### src/rtl/fp_add_pkg.sv
// Shared binary32 constants, special-result encoding and operand unpacking
// for the adder front-end.
package fp_add_pkg;

  localparam int EXP_W   = 8;
  localparam int FRAC_W  = 23;
  localparam int SIG_W   = 24;
  localparam int ALIGN_W = 27;
  localparam int SHAMT_W = 5;

  localparam logic [EXP_W-1:0] EXP_SPECIAL = 8'hFF;

  // Encoding of the special-result flag forwarded downstream.
  typedef enum logic [1:0] {
    SPECIAL_NORMAL = 2'b00,
    SPECIAL_NAN    = 2'b01,
    SPECIAL_INF    = 2'b10
  } special_t;

  // Unpacked operand: effective sign, effective exponent (denormal reads
  // as 1), significand with hidden bit, and NaN/inf classification.
  typedef struct packed {
    logic             sign;
    logic [EXP_W-1:0] eff_exp;
    logic [SIG_W-1:0] sig;
    logic             is_nan;
    logic             is_inf;
  } fp_unpacked_t;

  // flip inverts the sign, which is how a subtract is folded into b.
  function automatic fp_unpacked_t unpack_fp(input logic [31:0] x, input logic flip);
    fp_unpacked_t u;
    u.sign    = x[31] ^ flip;
    u.eff_exp = (x[30:23] == 8'd0) ? 8'd1 : x[30:23];
    u.sig     = {x[30:23] != 8'd0, x[22:0]};
    u.is_nan  = (x[30:23] == EXP_SPECIAL) && (x[22:0] != 23'd0);
    u.is_inf  = (x[30:23] == EXP_SPECIAL) && (x[22:0] == 23'd0);
    return u;
  endfunction

endpackage

### src/rtl/fp_add_align_shifter.sv
// Combinational 27-bit right shifter with sticky collection. Amounts above
// 27 are clamped to 27, which shifts every bit out into the sticky bit.
module align_shifter_sticky
  import fp_add_pkg::*;
(
  input  logic [ALIGN_W-1:0] din,
  input  logic [SHAMT_W-1:0] amt,
  output logic [ALIGN_W-1:0] dout
);

  logic [SHAMT_W-1:0] amt_sat;
  logic [ALIGN_W-1:0] shifted;
  logic [ALIGN_W-1:0] lost_mask;
  logic               sticky;

  assign amt_sat = (amt > 5'd27) ? 5'd27 : amt;
  assign shifted = din >> amt_sat;

  // Bit gi of the input is shifted out when it sits below the shift amount.
  for (genvar gi = 0; gi < ALIGN_W; gi++) begin : g_mask
    assign lost_mask[gi] = (5'(gi) < amt_sat);
  end

  assign sticky = |(din & lost_mask);
  assign dout   = {shifted[ALIGN_W-1:1], shifted[0] | sticky};

endmodule

### src/rtl/fp_add_align.sv
// Alignment front-end of the single-precision adder: three-stage pipeline
// (unpack/compare, swap/classify, shift/sticky) with a shared stall.
module fp_add_align
  import fp_add_pkg::*;
(
  input  logic               clk,
  input  logic               rst,
  input  logic               in_valid,
  output logic               in_ready,
  input  logic [31:0]        a,
  input  logic [31:0]        b,
  input  logic               op,
  output logic               out_valid,
  input  logic               out_ready,
  output logic [EXP_W-1:0]   e_max,
  output logic [SIG_W-1:0]   mant_big,
  output logic [ALIGN_W-1:0] mant_small_al,
  output logic               EOP,
  output logic               sign_r,
  output logic               zero_d,
  output logic [1:0]         special
);

  // All stages advance together whenever the output slot is free or drained.
  logic adv;

  // ---------------- S1: unpack, compare, exponent difference ----------------
  fp_unpacked_t               ua, ub;
  logic [EXP_W+FRAC_W-1:0]    mag_a, mag_b;
  logic                       a_big;
  logic [EXP_W-1:0]           d_next;

  logic                       s1_valid;
  fp_unpacked_t               s1_a, s1_b;
  logic                       s1_a_big;
  logic                       s1_mag_eq;
  logic [EXP_W-1:0]           s1_d;

  assign ua     = unpack_fp(a, 1'b0);
  assign ub     = unpack_fp(b, op);
  assign mag_a  = {ua.eff_exp, ua.sig[FRAC_W-1:0]};
  assign mag_b  = {ub.eff_exp, ub.sig[FRAC_W-1:0]};
  // Ties go to a.
  assign a_big  = (mag_a >= mag_b);
  assign d_next = a_big ? (ua.eff_exp - ub.eff_exp) : (ub.eff_exp - ua.eff_exp);

  // S1 register: unpacked operands plus compare outcome.
  always_ff @(posedge clk) begin
    if (rst) begin
      s1_valid  <= 1'b0;
      s1_a      <= '0;
      s1_b      <= '0;
      s1_a_big  <= 1'b0;
      s1_mag_eq <= 1'b0;
      s1_d      <= '0;
    end else if (adv) begin
      s1_valid  <= in_valid;
      s1_a      <= ua;
      s1_b      <= ub;
      s1_a_big  <= a_big;
      s1_mag_eq <= (mag_a == mag_b);
      s1_d      <= d_next;
    end
  end

  // ---------------- S2: swap, saturate, effective op, sign, specials --------
  fp_unpacked_t               big_op, small_op;
  logic                       eop_next;
  logic                       sign_next;
  special_t                   special_next;
  logic [SHAMT_W-1:0]         amt_next;

  logic                       s2_valid;
  logic [EXP_W-1:0]           s2_e_max;
  logic [SIG_W-1:0]           s2_mant_big;
  logic [SIG_W-1:0]           s2_sig_small;
  logic [SHAMT_W-1:0]         s2_amt;
  logic                       s2_eop;
  logic                       s2_sign_r;
  logic                       s2_zero_d;
  special_t                   s2_special;

  // Swap operands, clamp shift, and classify NaN/inf before any arithmetic.
  always_comb begin
    big_op       = s1_a_big ? s1_a : s1_b;
    small_op     = s1_a_big ? s1_b : s1_a;
    eop_next     = s1_a.sign ^ s1_b.sign;
    amt_next     = (s1_d >= 8'd27) ? 5'd27 : s1_d[SHAMT_W-1:0];
    sign_next    = big_op.sign;
    special_next = SPECIAL_NORMAL;
    // Exact cancellation yields +0 under round-to-nearest.
    if (eop_next && s1_mag_eq) begin
      sign_next = 1'b0;
    end
    if (s1_a.is_nan || s1_b.is_nan) begin
      special_next = SPECIAL_NAN;
    end else if (s1_a.is_inf && s1_b.is_inf && eop_next) begin
      special_next = SPECIAL_NAN;
    end else if (s1_a.is_inf) begin
      special_next = SPECIAL_INF;
      sign_next    = s1_a.sign;
    end else if (s1_b.is_inf) begin
      special_next = SPECIAL_INF;
      sign_next    = s1_b.sign;
    end
  end

  // S2 register: selected operands and control flags.
  always_ff @(posedge clk) begin
    if (rst) begin
      s2_valid     <= 1'b0;
      s2_e_max     <= '0;
      s2_mant_big  <= '0;
      s2_sig_small <= '0;
      s2_amt       <= '0;
      s2_eop       <= 1'b0;
      s2_sign_r    <= 1'b0;
      s2_zero_d    <= 1'b0;
      s2_special   <= SPECIAL_NORMAL;
    end else if (adv) begin
      s2_valid     <= s1_valid;
      s2_e_max     <= big_op.eff_exp;
      s2_mant_big  <= big_op.sig;
      s2_sig_small <= small_op.sig;
      s2_amt       <= amt_next;
      s2_eop       <= eop_next;
      s2_sign_r    <= sign_next;
      s2_zero_d    <= (s1_d == 8'd0);
      s2_special   <= special_next;
    end
  end

  // ---------------- S3: barrel shift with sticky, output registers ----------
  logic [ALIGN_W-1:0] shifted_small;

  align_shifter_sticky u_shift (
    .din  ({s2_sig_small, 3'b000}),
    .amt  (s2_amt),
    .dout (shifted_small)
  );

  logic               out_valid_reg;
  logic [EXP_W-1:0]   e_max_reg;
  logic [SIG_W-1:0]   mant_big_reg;
  logic [ALIGN_W-1:0] mant_small_al_reg;
  logic               eop_reg;
  logic               sign_r_reg;
  logic               zero_d_reg;
  special_t           special_reg;

  // Output register; holds while a valid result waits for out_ready.
  always_ff @(posedge clk) begin
    if (rst) begin
      out_valid_reg     <= 1'b0;
      e_max_reg         <= '0;
      mant_big_reg      <= '0;
      mant_small_al_reg <= '0;
      eop_reg           <= 1'b0;
      sign_r_reg        <= 1'b0;
      zero_d_reg        <= 1'b0;
      special_reg       <= SPECIAL_NORMAL;
    end else if (adv) begin
      out_valid_reg     <= s2_valid;
      e_max_reg         <= s2_e_max;
      mant_big_reg      <= s2_mant_big;
      mant_small_al_reg <= shifted_small;
      eop_reg           <= s2_eop;
      sign_r_reg        <= s2_sign_r;
      zero_d_reg        <= s2_zero_d;
      special_reg       <= s2_special;
    end
  end

  assign adv           = !out_valid_reg || out_ready;
  assign in_ready      = adv;
  assign out_valid     = out_valid_reg;
  assign e_max         = e_max_reg;
  assign mant_big      = mant_big_reg;
  assign mant_small_al = mant_small_al_reg;
  assign EOP           = eop_reg;
  assign sign_r        = sign_r_reg;
  assign zero_d        = zero_d_reg;
  assign special       = special_reg;

endmodule

### config.mk
export PLATFORM = sky130hd
export DESIGN_NAME = fp_add_align
export DESIGN_NICKNAME = d
export VERILOG_FILES = /design/src/rtl/fp_add_pkg.sv /design/src/rtl/fp_add_align_shifter.sv /design/src/rtl/fp_add_align.sv
export SDC_FILE = /design/constraint.sdc
export NUM_CORES = 1
export LEC_CHECK = 0
export ABC_AREA = 1
export BUFFER_PORTS_ARGS = -buffer_cell sky130_fd_sc_hd__buf_4
export CORE_AREA = 5 5 196 141
export CTS_BUF_LIST = sky130_fd_sc_hd__clkbuf_8
export CTS_CLUSTER_SIZE = 25
export DETAILED_ROUTE_END_ITERATION = 8
export DIE_AREA = 0 0 201 146
export HOLD_SLACK_MARGIN = 0.05
export PLACE_DENSITY = 0.65
export SYNTH_ARGS = -nofsm -noshare
export SYNTH_HDL_FRONTEND = slang
export SYNTH_HIERARCHICAL = 1
export SYNTH_SLANG_ARGS = --single-unit
### constraint.sdc
create_clock -name clk -period 7.5 [get_ports clk]
set_clock_uncertainty 0.1 [all_clocks]
set_input_delay 1.5 -clock clk [delete_from_list [all_inputs] [get_ports clk]]
set_output_delay 1.5 -clock clk [all_outputs]
set_load 0.1 [all_outputs]
==> metrics.md <==
| Metric | Value |
|---|---|
| Status | `complete, no violations` |
| Met2 GRT Util | `around 32%` |
| Via count of the first global-routing pass | `between 10,000 and 15,000` |
| Sw frac | `39.11%` |
| Cell area after synthesis | `about 0.011 mm²` |
| Count of port buffers added during placement | `134` |
| Proportion of synthesized chip area in sequential cells | `37.78%` |
| Post-CTS Repair Setup Buffers | `0` |
| Highest attainable clock frequency | `about 240 MHz` |
| Cell count after synthesis | `approximately 1,700` |
| Fraction of post-synthesis cell area in the top cell type by area | `between 30% and 40%` |
| Internal power summed over all cells | `2068 µW` |
| Initial DRC Count | `1,237` |
| Total number of clock tree sinks | `213` |
| TritonCTS clock tree | `built` |
| Number of warnings reported in the yosys synthesis log | `6` |
| Count leader, synth | `sky130_fd_sc_hd__nand2_1` |
| Detail Route Antenna Nets | `0` |
| Flip-flop and latch count after synthesis | `~210` |
| Die H | `~150 µm` |
| Setup violation total in the final timing report | `0` |
| Post-DP HPWL | `approximately 25 mm` |
| Total wire length | `approximately 35 mm` |
| Beginning of the worst hold path | `s2_valid` |
| Fill count | `~2,600` |
| Worst Path Class, Setup | `input port to primary output` |
| Leading cell types by total area after synthesis | `sky130_fd_sc_hd__dfxtp_1, sky130_fd_sc_hd__nand2_1, sky130_fd_sc_hd__o21ai_0` |
| DRC violation count after routing | `0` |
| Most common library cells after synthesis | `sky130_fd_sc_hd__nand2_1, sky130_fd_sc_hd__o21ai_0, sky130_fd_sc_hd__dfxtp_1, sky130_fd_sc_hd__nor2_1, sky130_fd_sc_hd__inv_1` |
| Maximum capacitance violations | `0` |
| Static power due to leakage | `roughly 0.006 µW` |
| Fraction of layout instances using a drive strength above 1 | `between 10% and 20%` |
| Number of synthesized flops with an enable pin | `0` |
| Level count of the clock H-tree | `2` |
| Final critical-path share of the clock period | `54.80%` |
| CTS hold repair buffers | `0` |
| Grt peak-use layer | `met1` |
| Clock input transition at the sequential cells of the worst setup and hold paths | `about 0.06 ns` |
| Fraction of power consumed by sequential logic | `around two fifths` |
| Std-Cell Rows | `49` |
| Pre-antenna DRT Iters | `6` |
| Starting Density | `44.36%` |
| Library cell used as clock root buffer | `sky130_fd_sc_hd__clkbuf_8` |
| Reported net switching power | `~1300 µW` |
| Total global-route track usage | `23.21%` |
| Capturing point of the worst reg2reg path | `mant_small_al[0]` |
| Area growth, synth to finish | `14.96%` |
| Setup repair after global routing missed its margin | `false` |
| # diodes | `0` |
| Shortest period the worst path allows | `just over 4 ns` |
| Worst r2r path cells | `11` |
| Largest area contributor in the synthesized netlist | `sky130_fd_sc_hd__dfxtp_1` |
| Maximum vdd drop | `about 0.00017 V` |
| Chip Width | `201 µm` |
| Fin area | `between 0.01 and 0.015 mm²` |
| Relative slew slack | `a little under a third` |
| Register-to-Register Setup Slack | `around 3.8 ns` |
| Critical Path AT | `around 2.5 ns` |
| Final Hold Violating Endpoints | `0` |
| Most used flip-flop cell after synthesis | `sky130_fd_sc_hd__dfxtp_1` |
| Clock Power Share | `approximately a third` |
| Number of top-level pins | `between 100 and 150` |
| Pin count of the biggest net entering global routing | `between 200 and 250` |
| Worst-Skew Late Latency | `about 0.55 ns` |
| Die ar. | `about 0.03 mm²` |
| Synthesized area per cell | `around 6.7 µm²` |
| Hold-critical path endpoint | `s2_valid` |
| Relative contribution of combinational cells to total power | `roughly 30%` |
| Total congestion overflow after global routing | `0` |
| Average detailed-routed wire length per instance | `about 17 µm` |
| Met3 track demand over resource | `around 5.5%` |
| Worst reg2reg startpoint | `s2_amt[4]` |
| Critical path endpoint category | `primary output` |
| Crit Path Max Fanout | `110` |
| Slew at the pin closest to its max-slew limit | `1.045 ns` |
| Cts repair resizes | `0` |
| Number of max-slew violations in the final report | `0` |
| Total power per unit cell area | `~260 mW/mm²` |
| Total Negative Setup Slacks | `0 ns` |
| Async set-reset flop share out of synthesis | `0%` |
| Post-place instance area | `0.01223 mm²` |
| Startpoint type of the worst setup path | `input port` |
| Wire length of the first global-routing pass | `~56 mm` |
| Number of library cell types mapped by synthesis | `roughly 40` |
| Maximum buffer depth of the clock tree | `3` |
| Initial antenna violation count | `1` |
| Number of buffers created by CTS | `36` |
| Routed vias | `roughly 11,000` |
| Data required time at the worst endpoint | `5.90 ns` |
| Fraction of met1 tracks used by global routing | `between 30 and 40%` |
| Placer congestion estimate | `approximately 0.96` |
| Standard cell core area | `between 0.02 and 0.03 mm²` |
| Final #Nets | `1,854` |
| Routed vias/inst | `5.361` |
| Hold crit path type | `flip-flop to flip-flop` |
| Hold-critical path depth | `2` |
final cells by class:
| cell class | instances | area [µm²] | area share [%] |
|---|---|---|---|
| clock buffers | 44 | 605.6 | 4.668 |
| clock inverters | 22 | 135.1 | 1.042 |
| inverters | 151 | 576.8 | 4.446 |
| multi-input cells | 1203 | 5921 | 45.64 |
| flip-flops and latches | 213 | 4265 | 32.88 |
| well taps | 331 | 414.1 | 3.192 |
| repair buffers | 139 | 1056 | 8.140 |
worst max path at each step:
| stage | startpoint | to | slack [ns] | depth (start not counted) |
|---|---|---|---|---|
| 6_report | out_ready | in_ready | 3.39 | 4 |
| 3_5_place_dp | b[28] | s1_a_big | 3.27 | 20 |
| 5_1_grt | out_ready | in_ready | 3.32 | 4 |
| 4_1_cts | out_ready | in_ready | 3.40 | 4 |
| 2_1_floorplan | out_ready | in_ready | 2.98 | 4 |
| 3_3_place_gp | b[30] | s1_a_big | 3.37 | 20 |
worst max-delay path, stage by stage:
cell and delay, ns:
sky130_fd_sc_hd__buf_4 0.09, sky130_fd_sc_hd__nor2_4 0.05, sky130_fd_sc_hd__inv_8 0.38, sky130_fd_sc_hd__buf_4 0.40
kinds of logic (layout without fill, tap and decap cells):
kind of cell,Yosys count,after routing,synth area share (%)
xor gates and xnor gates,11,11,0.8536
DFF,213,213,37.78
AOI/OAI and AO/OA,428,428,20.42
and+or+nand+nor,717,717,26.24
buffers and inverters,269,356,9.989
adders and majority gates,41,41,4.679
other,1,6,0.03323
layer usage:
metal | vias to the layer above | routed length (µm)
li1 | 5691 | -
met1 | 5125 | 17540
met2 | 413 | 14020
met3 | 46 | 3112
met4 | 0 | 538
met5 | - | 0
layout by cell type, fill, tap and decap left out, types with 2 or more instances in the layout:
cell type and instances:
sky130_fd_sc_hd__fa_1 2, sky130_fd_sc_hd__clkinvlp_4 3, sky130_fd_sc_hd__nor3_1 5, sky130_fd_sc_hd__nand4_1 23, sky130_fd_sc_hd__dfxtp_1 212, sky130_fd_sc_hd__a31oi_1 57
sky130_fd_sc_hd__o211ai_1 13, sky130_fd_sc_hd__nand2_2 5, sky130_fd_sc_hd__nand2_1 356, sky130_fd_sc_hd__a21oi_1 97, sky130_fd_sc_hd__clkbuf_8 44, sky130_fd_sc_hd__o21ai_1 17
sky130_fd_sc_hd__ha_1 39, sky130_fd_sc_hd__clkinv_2 2, sky130_fd_sc_hd__nor2_2 4, sky130_fd_sc_hd__buf_4 138, sky130_fd_sc_hd__nor2_4 2, sky130_fd_sc_hd__o22ai_1 3
sky130_fd_sc_hd__nor2_1 205, sky130_fd_sc_hd__nor4_1 5, sky130_fd_sc_hd__o21ai_0 227, sky130_fd_sc_hd__nand3_1 107, sky130_fd_sc_hd__o21bai_1 2, sky130_fd_sc_hd__xor2_1 7
sky130_fd_sc_hd__xnor2_1 4, sky130_fd_sc_hd__o211ai_2 2, sky130_fd_sc_hd__a21oi_2 3, sky130_fd_sc_hd__nand3b_1 2, sky130_fd_sc_hd__inv_8 2, sky130_fd_sc_hd__inv_1 159
sky130_fd_sc_hd__inv_2 4, sky130_fd_sc_hd__o21ai_2 4, sky130_fd_sc_hd__conb_1 6
power groups by stage:
stage / Combinational [µW] / Clock, µW / Sequential (µW)
CTS: 1000 / 1090 / 1310
global placement: 1000 / 0 / 1330
floorplan: 501 / 0 / 1580
finish: 1020 / 1070 / 1310
detailed placement: 999 / 0 / 1340
global route: 1100 / 1150 / 1320
metrics by stage:
stage | cells | hold slack (ns) | worst slack, ns | utilization, % | power, µW
finish | 2103 | 0.3621 | 3.390 | 50.99 | 3397
global route | 2103 | 0.3823 | 3.318 | 50.99 | 3575
CTS | 2103 | 0.3673 | 3.403 | 50.99 | 3410
detailed placement | 2037 | 0.3531 | 3.274 | 48.08 | 2335
global placement | 2037 | 0.3445 | 3.372 | 48.08 | 2337
floorplan | 1685 | 0.3297 | 2.977 | - | 2076
Power figures use the tool's default switching activity.
